File: config.mk
export PLATFORM = sky130hd
export DESIGN_NAME = if_fetch_unit_flat
export DESIGN_NICKNAME = d
export VERILOG_FILES = /design/src/rtl/if_fetch_unit_if.sv /design/src/rtl/if_fetch_unit.sv /design/src/flat_wrapper.sv
export SDC_FILE = /design/constraint.sdc
export NUM_CORES = 1
export LEC_CHECK = 0
export CAP_MARGIN = 20
export CELL_PAD_IN_SITES_DETAIL_PLACEMENT = 0
export CELL_PAD_IN_SITES_GLOBAL_PLACEMENT = 1
export CORE_MARGIN = 10
export CORE_UTILIZATION = 25
export DETAILED_ROUTE_END_ITERATION = 8
export PLACE_DENSITY = 0.78
export RECOVER_POWER = 25
export SLEW_MARGIN = 5
export SYNTH_ARGS = -nofsm -noshare
export SYNTH_HDL_FRONTEND = slang
export SYNTH_SLANG_ARGS = --single-unit
File: constraint.sdc
create_clock -name clock -period 2.3 [get_ports clock]
set_input_delay 0.23 -clock clock [delete_from_list [all_inputs] [get_ports clock]]
set_output_delay 0.23 -clock clock [all_outputs]
set_load 0.01 [all_outputs]
File: src/rtl/if_fetch_unit_if.sv
// ---------------------------------------------------------------------------
// if_fetch_unit_if
//   Groups the fetch stage's signals: the redirect input from EX/WB, the
//   valid/ready handshake towards ID, and the instruction-memory
//   request/response bus.
//
//   master : the fetch unit (drives if_valid, pc_if, inst_if,
//            imem_req_valid and imem_addr)
//   slave  : the surrounding pipeline and memory (drives flush,
//            redirect_pc, id_ready, imem_req_ready, imem_resp_valid
//            and imem_resp_data)
// ---------------------------------------------------------------------------
interface if_fetch_unit_if;
  logic        flush;
  logic [31:0] redirect_pc;
  logic        id_ready;
  logic        if_valid;
  logic [31:0] pc_if;
  logic [31:0] inst_if;
  logic        imem_req_valid;
  logic        imem_req_ready;
  logic [31:0] imem_addr;
  logic        imem_resp_valid;
  logic [31:0] imem_resp_data;

  modport master (
    input  flush, redirect_pc, id_ready,
    input  imem_req_ready, imem_resp_valid, imem_resp_data,
    output if_valid, pc_if, inst_if,
    output imem_req_valid, imem_addr
  );

  modport slave (
    output flush, redirect_pc, id_ready,
    output imem_req_ready, imem_resp_valid, imem_resp_data,
    input  if_valid, pc_if, inst_if,
    input  imem_req_valid, imem_addr
  );
endinterface

File: src/rtl/if_fetch_unit.sv
// ---------------------------------------------------------------------------
// if_fetch_unit
//   Instruction-fetch stage. Holds the PC and issues one instruction-memory
//   request at a time. The returned word is presented to ID as
//   {pc_if, inst_if} with if_valid until ID accepts it. Redirects (flush)
//   reload the PC and, if a response is still in flight, discard it.
//
// Parameters
//   RESET_PC        PC loaded by reset; first fetch address
//
// Ports
//   clock           clock, rising edge
//   reset           synchronous, active-high reset
//   fetch           if_fetch_unit_if.master: flush/redirect_pc, ID
//                   handshake (if_valid, pc_if, inst_if, id_ready) and
//                   imem request/response bus
//   perf_fetch_cnt  (IF_FETCH_PERF_EN only) accepted ID handshakes
//   perf_stall_cnt  (IF_FETCH_PERF_EN only) cycles with if_valid && !id_ready
//
// Optional feature macro: IF_FETCH_PERF_EN adds the two performance counters.
// ---------------------------------------------------------------------------
module if_fetch_unit #(
  parameter logic [31:0] RESET_PC = 32'h8000_0000
) (
  input  logic        clock,
  input  logic        reset,
  if_fetch_unit_if.master fetch
`ifdef IF_FETCH_PERF_EN
  ,
  output logic [31:0] perf_fetch_cnt,
  output logic [31:0] perf_stall_cnt
`endif
);

  typedef enum logic [2:0] {
    IDLE,
    REQ,
    WAIT,
    HOLD,
    DISCARD
  } state_t;

  state_t      state_reg;
  logic [31:0] pc_reg;
  logic [31:0] inst_reg;

  // Request accepted by memory this cycle.
  logic req_fire;
  assign req_fire = (state_reg == REQ) && fetch.imem_req_ready;

  // Redirect targets are forced word-aligned; the low two bits are ignored.
  logic [1:0] unused_redirect_lsb;
  assign unused_redirect_lsb = fetch.redirect_pc[1:0];

  always_ff @(posedge clock) begin
    if (reset) begin
      state_reg <= IDLE;
      pc_reg    <= RESET_PC;
      inst_reg  <= 32'h0;
    end else if (fetch.flush) begin
      // Redirect wins over everything. Whether a response is still owed
      // decides between refetching straight away and draining it first.
      pc_reg <= {fetch.redirect_pc[31:2], 2'b00};
      case (state_reg)
        IDLE, HOLD: state_reg <= REQ;
        REQ:        state_reg <= req_fire ? DISCARD : REQ;
        WAIT:       state_reg <= fetch.imem_resp_valid ? REQ : DISCARD;
        DISCARD:    state_reg <= fetch.imem_resp_valid ? REQ : DISCARD;
        default:    state_reg <= IDLE;
      endcase
    end else begin
      case (state_reg)
        IDLE: state_reg <= REQ;
        REQ: begin
          if (req_fire) begin
            state_reg <= WAIT;
          end
        end
        WAIT: begin
          if (fetch.imem_resp_valid) begin
            inst_reg  <= fetch.imem_resp_data;
            state_reg <= HOLD;
          end
        end
        HOLD: begin
          if (fetch.id_ready) begin
            pc_reg    <= pc_reg + 32'd4;
            state_reg <= REQ;
          end
        end
        DISCARD: begin
          // Stale response: drop it, inst_reg keeps the old word.
          if (fetch.imem_resp_valid) begin
            state_reg <= REQ;
          end
        end
        default: state_reg <= IDLE;
      endcase
    end
  end

  assign fetch.if_valid       = (state_reg == HOLD);
  assign fetch.imem_req_valid = (state_reg == REQ);
  assign fetch.imem_addr      = pc_reg;
  assign fetch.pc_if          = pc_reg;
  assign fetch.inst_if        = inst_reg;

`ifdef IF_FETCH_PERF_EN
  logic [31:0] fetch_cnt_reg;
  logic [31:0] stall_cnt_reg;

  always_ff @(posedge clock) begin
    if (reset) begin
      fetch_cnt_reg <= 32'h0;
      stall_cnt_reg <= 32'h0;
    end else begin
      // A flush in HOLD throws the instruction away, so it is not a handshake.
      if ((state_reg == HOLD) && fetch.id_ready && !fetch.flush) begin
        fetch_cnt_reg <= fetch_cnt_reg + 32'd1;
      end
      if ((state_reg == HOLD) && !fetch.id_ready) begin
        stall_cnt_reg <= stall_cnt_reg + 32'd1;
      end
    end
  end

  assign perf_fetch_cnt = fetch_cnt_reg;
  assign perf_stall_cnt = stall_cnt_reg;
`endif

endmodule

File: src/flat_wrapper.sv
// flat-port wrapper written by rule: the top's interface ports become plain ports
module if_fetch_unit_flat 
#(
  parameter logic [31:0] RESET_PC = 32'h8000_0000
)
  (clock, reset, fetch_flush, fetch_redirect_pc, fetch_id_ready, fetch_imem_req_ready, fetch_imem_resp_valid, fetch_imem_resp_data, fetch_if_valid, fetch_pc_if, fetch_inst_if, fetch_imem_req_valid, fetch_imem_addr);
  if_fetch_unit_if fetch_i ();
  input  logic clock;
  input  logic reset;
  input wire logic [$bits(fetch_i.flush)-1:0] fetch_flush;
  input wire logic [$bits(fetch_i.redirect_pc)-1:0] fetch_redirect_pc;
  input wire logic [$bits(fetch_i.id_ready)-1:0] fetch_id_ready;
  input wire logic [$bits(fetch_i.imem_req_ready)-1:0] fetch_imem_req_ready;
  input wire logic [$bits(fetch_i.imem_resp_valid)-1:0] fetch_imem_resp_valid;
  input wire logic [$bits(fetch_i.imem_resp_data)-1:0] fetch_imem_resp_data;
  output wire logic [$bits(fetch_i.if_valid)-1:0] fetch_if_valid;
  output wire logic [$bits(fetch_i.pc_if)-1:0] fetch_pc_if;
  output wire logic [$bits(fetch_i.inst_if)-1:0] fetch_inst_if;
  output wire logic [$bits(fetch_i.imem_req_valid)-1:0] fetch_imem_req_valid;
  output wire logic [$bits(fetch_i.imem_addr)-1:0] fetch_imem_addr;
  assign fetch_i.flush = fetch_flush;
  assign fetch_i.redirect_pc = fetch_redirect_pc;
  assign fetch_i.id_ready = fetch_id_ready;
  assign fetch_i.imem_req_ready = fetch_imem_req_ready;
  assign fetch_i.imem_resp_valid = fetch_imem_resp_valid;
  assign fetch_i.imem_resp_data = fetch_imem_resp_data;
  assign fetch_if_valid = fetch_i.if_valid;
  assign fetch_pc_if = fetch_i.pc_if;
  assign fetch_inst_if = fetch_i.inst_if;
  assign fetch_imem_req_valid = fetch_i.imem_req_valid;
  assign fetch_imem_addr = fetch_i.imem_addr;
  if_fetch_unit #(.RESET_PC(RESET_PC)) u_core (.clock(clock), .reset(reset), .fetch(fetch_i));
endmodule
==> results.cfg <==
[clock_tree]
htreeDepth = 3
post_cts_resized = 0
postCtsSetupBuffers = 0
postCtsHoldBufs = 0
insertion_delay_ns = 0.33
path_clk_slew_ns = 0.06
cts_tree = yes
cts_made_buffers = 9
numClockSinks = 65
root_buffer = clkbuf_16
cts.path.max_buffers = 2

[worst_setup_path]
cp_data_arrival_time_ns = 2.26
path_max_fanout = 15
crit_path_end_kind = flop
crit_type = flop to flop
max_stage_delay_ns = 0.53
cp_top_family = simple AND/OR/NAND/NOR gates
crit_required_ns = 2.55
cp-start-kind = flop
critical_path_buf_inv_count = 0
slowest_stage = or4_1
crit_chain = nand4_4 > or3_4 > or4_1 > a311oi_1

[timing]
fin_ws_ns = 0.292
setup-violations-final = 0
slew_headroom_pct = 62.7
tightest_slew_ns = 0.559
period_share_pct = 87.3
layout_min_cycle_time_ns = 2.01
hold_viol = 0
setup_tns_ns = 0
clock.fmax_mhz = 498
drv_slew = 0
rsz0062_at_grt = false
clock_skew_ns = 0.00764

[cells_and_area]
syn2layout_area_growth_pct = 56.2
stdcell_area_um2 = 5330
largest_register_ffs = 32
drive_gt1_share_pct = 6.30
fin_util_pct = 40.1
nNetsFinal = 638

[die]
num_rows = 42
core-area_um2 = 13300
dieArea_um2 = 18700
die_w_um = 137
start_util_pct = 25.7
ios = 168
die_y_um = 137

[routing]
vias = 3560
dr.pass1.iters = 4
drc = 0
drtIter0Drc = 161
wl_per_cell_um = 16.0
wirelength_um = 11900
antenna_left = 0
drt-vias-per-instance = 4.76

[outcome]
status = complete, no violations

[logic_synthesis]
synth_edf_count = 0
yosysWarningCount = 0
netlist_instances = 434
syn_area_um2 = 3410
yosys_most_used_dff = dfxtp_1
synthDistinctLibCells = 50
syn_area_per_cell_um2 = 7.86
ys_ff_latch = 65
ys_seq_area_share_pct = 38.1
ys_async_sr_fraction_pct = 0

[power_and_ir_drop]
vdd_drop_max_uv = 303
power_leakage_nw = 1.94
power_density_nw_per_um2 = 595

[global_route]
grt_pass1_vias = 3514
antenna_found_initial = 2
gr-total-overflow = 0
grt_usage_pct = 12.5
grt_pass1_wl_um = 18500
grt_max_degree = 33

[placed_design]
post-dp-hpwl_um = 9100
place_congestion = 0.772
io_buffers = 161
placed_area_um2 = 5020
pre_cts_ws_ns = 0.227

[flow_run]
maxCapViolations = 0

[min_path]
min_path_type = input pin to flop
## cell usage in the layout, fill, tap and decap left out, types with 5 or more instances in the layout
cell,count
dfxtp_1,65
or4_1,6
inv_1,10
nor4_1,10
nand2_1,81
xnor2_1,5
clkdlybuf4s50_1,125
dlygate4sd3_1,35
and4_1,8
nand3_1,17
clkbuf_16,9
o31ai_1,8
nand4_1,8
a21oi_1,42
buf_4,16
a211oi_1,12
nor3_1,10
a311oi_1,10
nor2_1,25
## through the flow
step	std cells	hold WS (ns)	power (mW)
after floorplan	437	0.366	1.47
after global placement	732	0.442	1.73
after detailed placement	732	0.448	1.74
after CTS	747	0.349	3.22
after global routing	747	0.400	3.31
final	748	0.368	3.17
## power breakdown
group	switching [mW]	leakage [nW]	total [mW]	internal, mW
Sequential	0.0688	0.531	1.24	1.17
Combinational	0.189	1.25	0.473	0.284
Clock	0.489	0.153	1.46	0.971
Total	0.746	1.94	3.17	2.42
## per-layer routing
metal | global-route usage, % | routed length, um | vias up
met5 | 0 | 11 | -
met4 | 4.74 | 179 | 2
met3 | 4.95 | 1090 | 16
met2 | 20.9 | 5710 | 108
met1 | 14.0 | 4940 | 1647
li1 | - | - | 1787
## cells in the mapped netlist (all sizes together), types with 4 or more instances
library cell	instances	share of area, %
a211oi	12	2.6
xnor2	5	1.3
nor2	25	2.7
nor4	10	1.8
inv	10	1.1
clkbuf	19	2.1
o21ai	4	0.59
nor3b	4	0.88
or4	6	1.3
and4	8	2.1
nand4	9	2.1
dfxtp	65	38
nand3	17	2.5
or3	5	1.1
a21oi	42	6.2
and3	4	0.73
a311oi	10	2.6
buf	41	9.0
o31ai	8	1.8
xor2	4	1.0
nand2	81	8.9
and2	4	0.73
nor3	10	1.5
## cell type report
type	instances	area (um^2)
fill	1379	7960
timing repair buffer	179	1750
multi-input combinational	301	1700
sequential	65	1300
clock buffer	12	246
tap	176	220
clock inverter	3	65.1
inverter	11	41.3
antenna	1	2.50
## final timing paths
check,slack [ns],start,to,cells after the start
max,0.29,u_core.fetch.imem_addr[8],u_core.fetch.imem_addr[18],4
min reg2reg,0.45,u_core.fetch.inst_if[2],u_core.fetch.inst_if[2],2
min,0.37,reset,u_core.fetch.imem_addr[17],2
max reg2reg,0.29,u_core.fetch.imem_addr[8],u_core.fetch.imem_addr[18],4
## worst reg2reg max path: cells and delay by family, from the launching register on
kind | cells | cell delay [ns]
AOI/OAI and AO/OA | 1 | 0.25
DFF | 1 | 0.49
and+or+nand+nor | 3 | 1.19
## cell families after synthesis
family / after synthesis / share of synthesized area, %
AOI/OAI and AO/OA: 91 / 17.5
xor gates and xnor gates: 9 / 2.31
adders and majority gates: 1 / 0.367
buffers and inverters: 71 / 12.3
DFF: 65 / 38.1
muxes: 1 / 0.293
other: 1 / 0.110
and+or+nand+nor: 195 / 29.0
No activity file was read; power rests on OpenSTA's default activity.
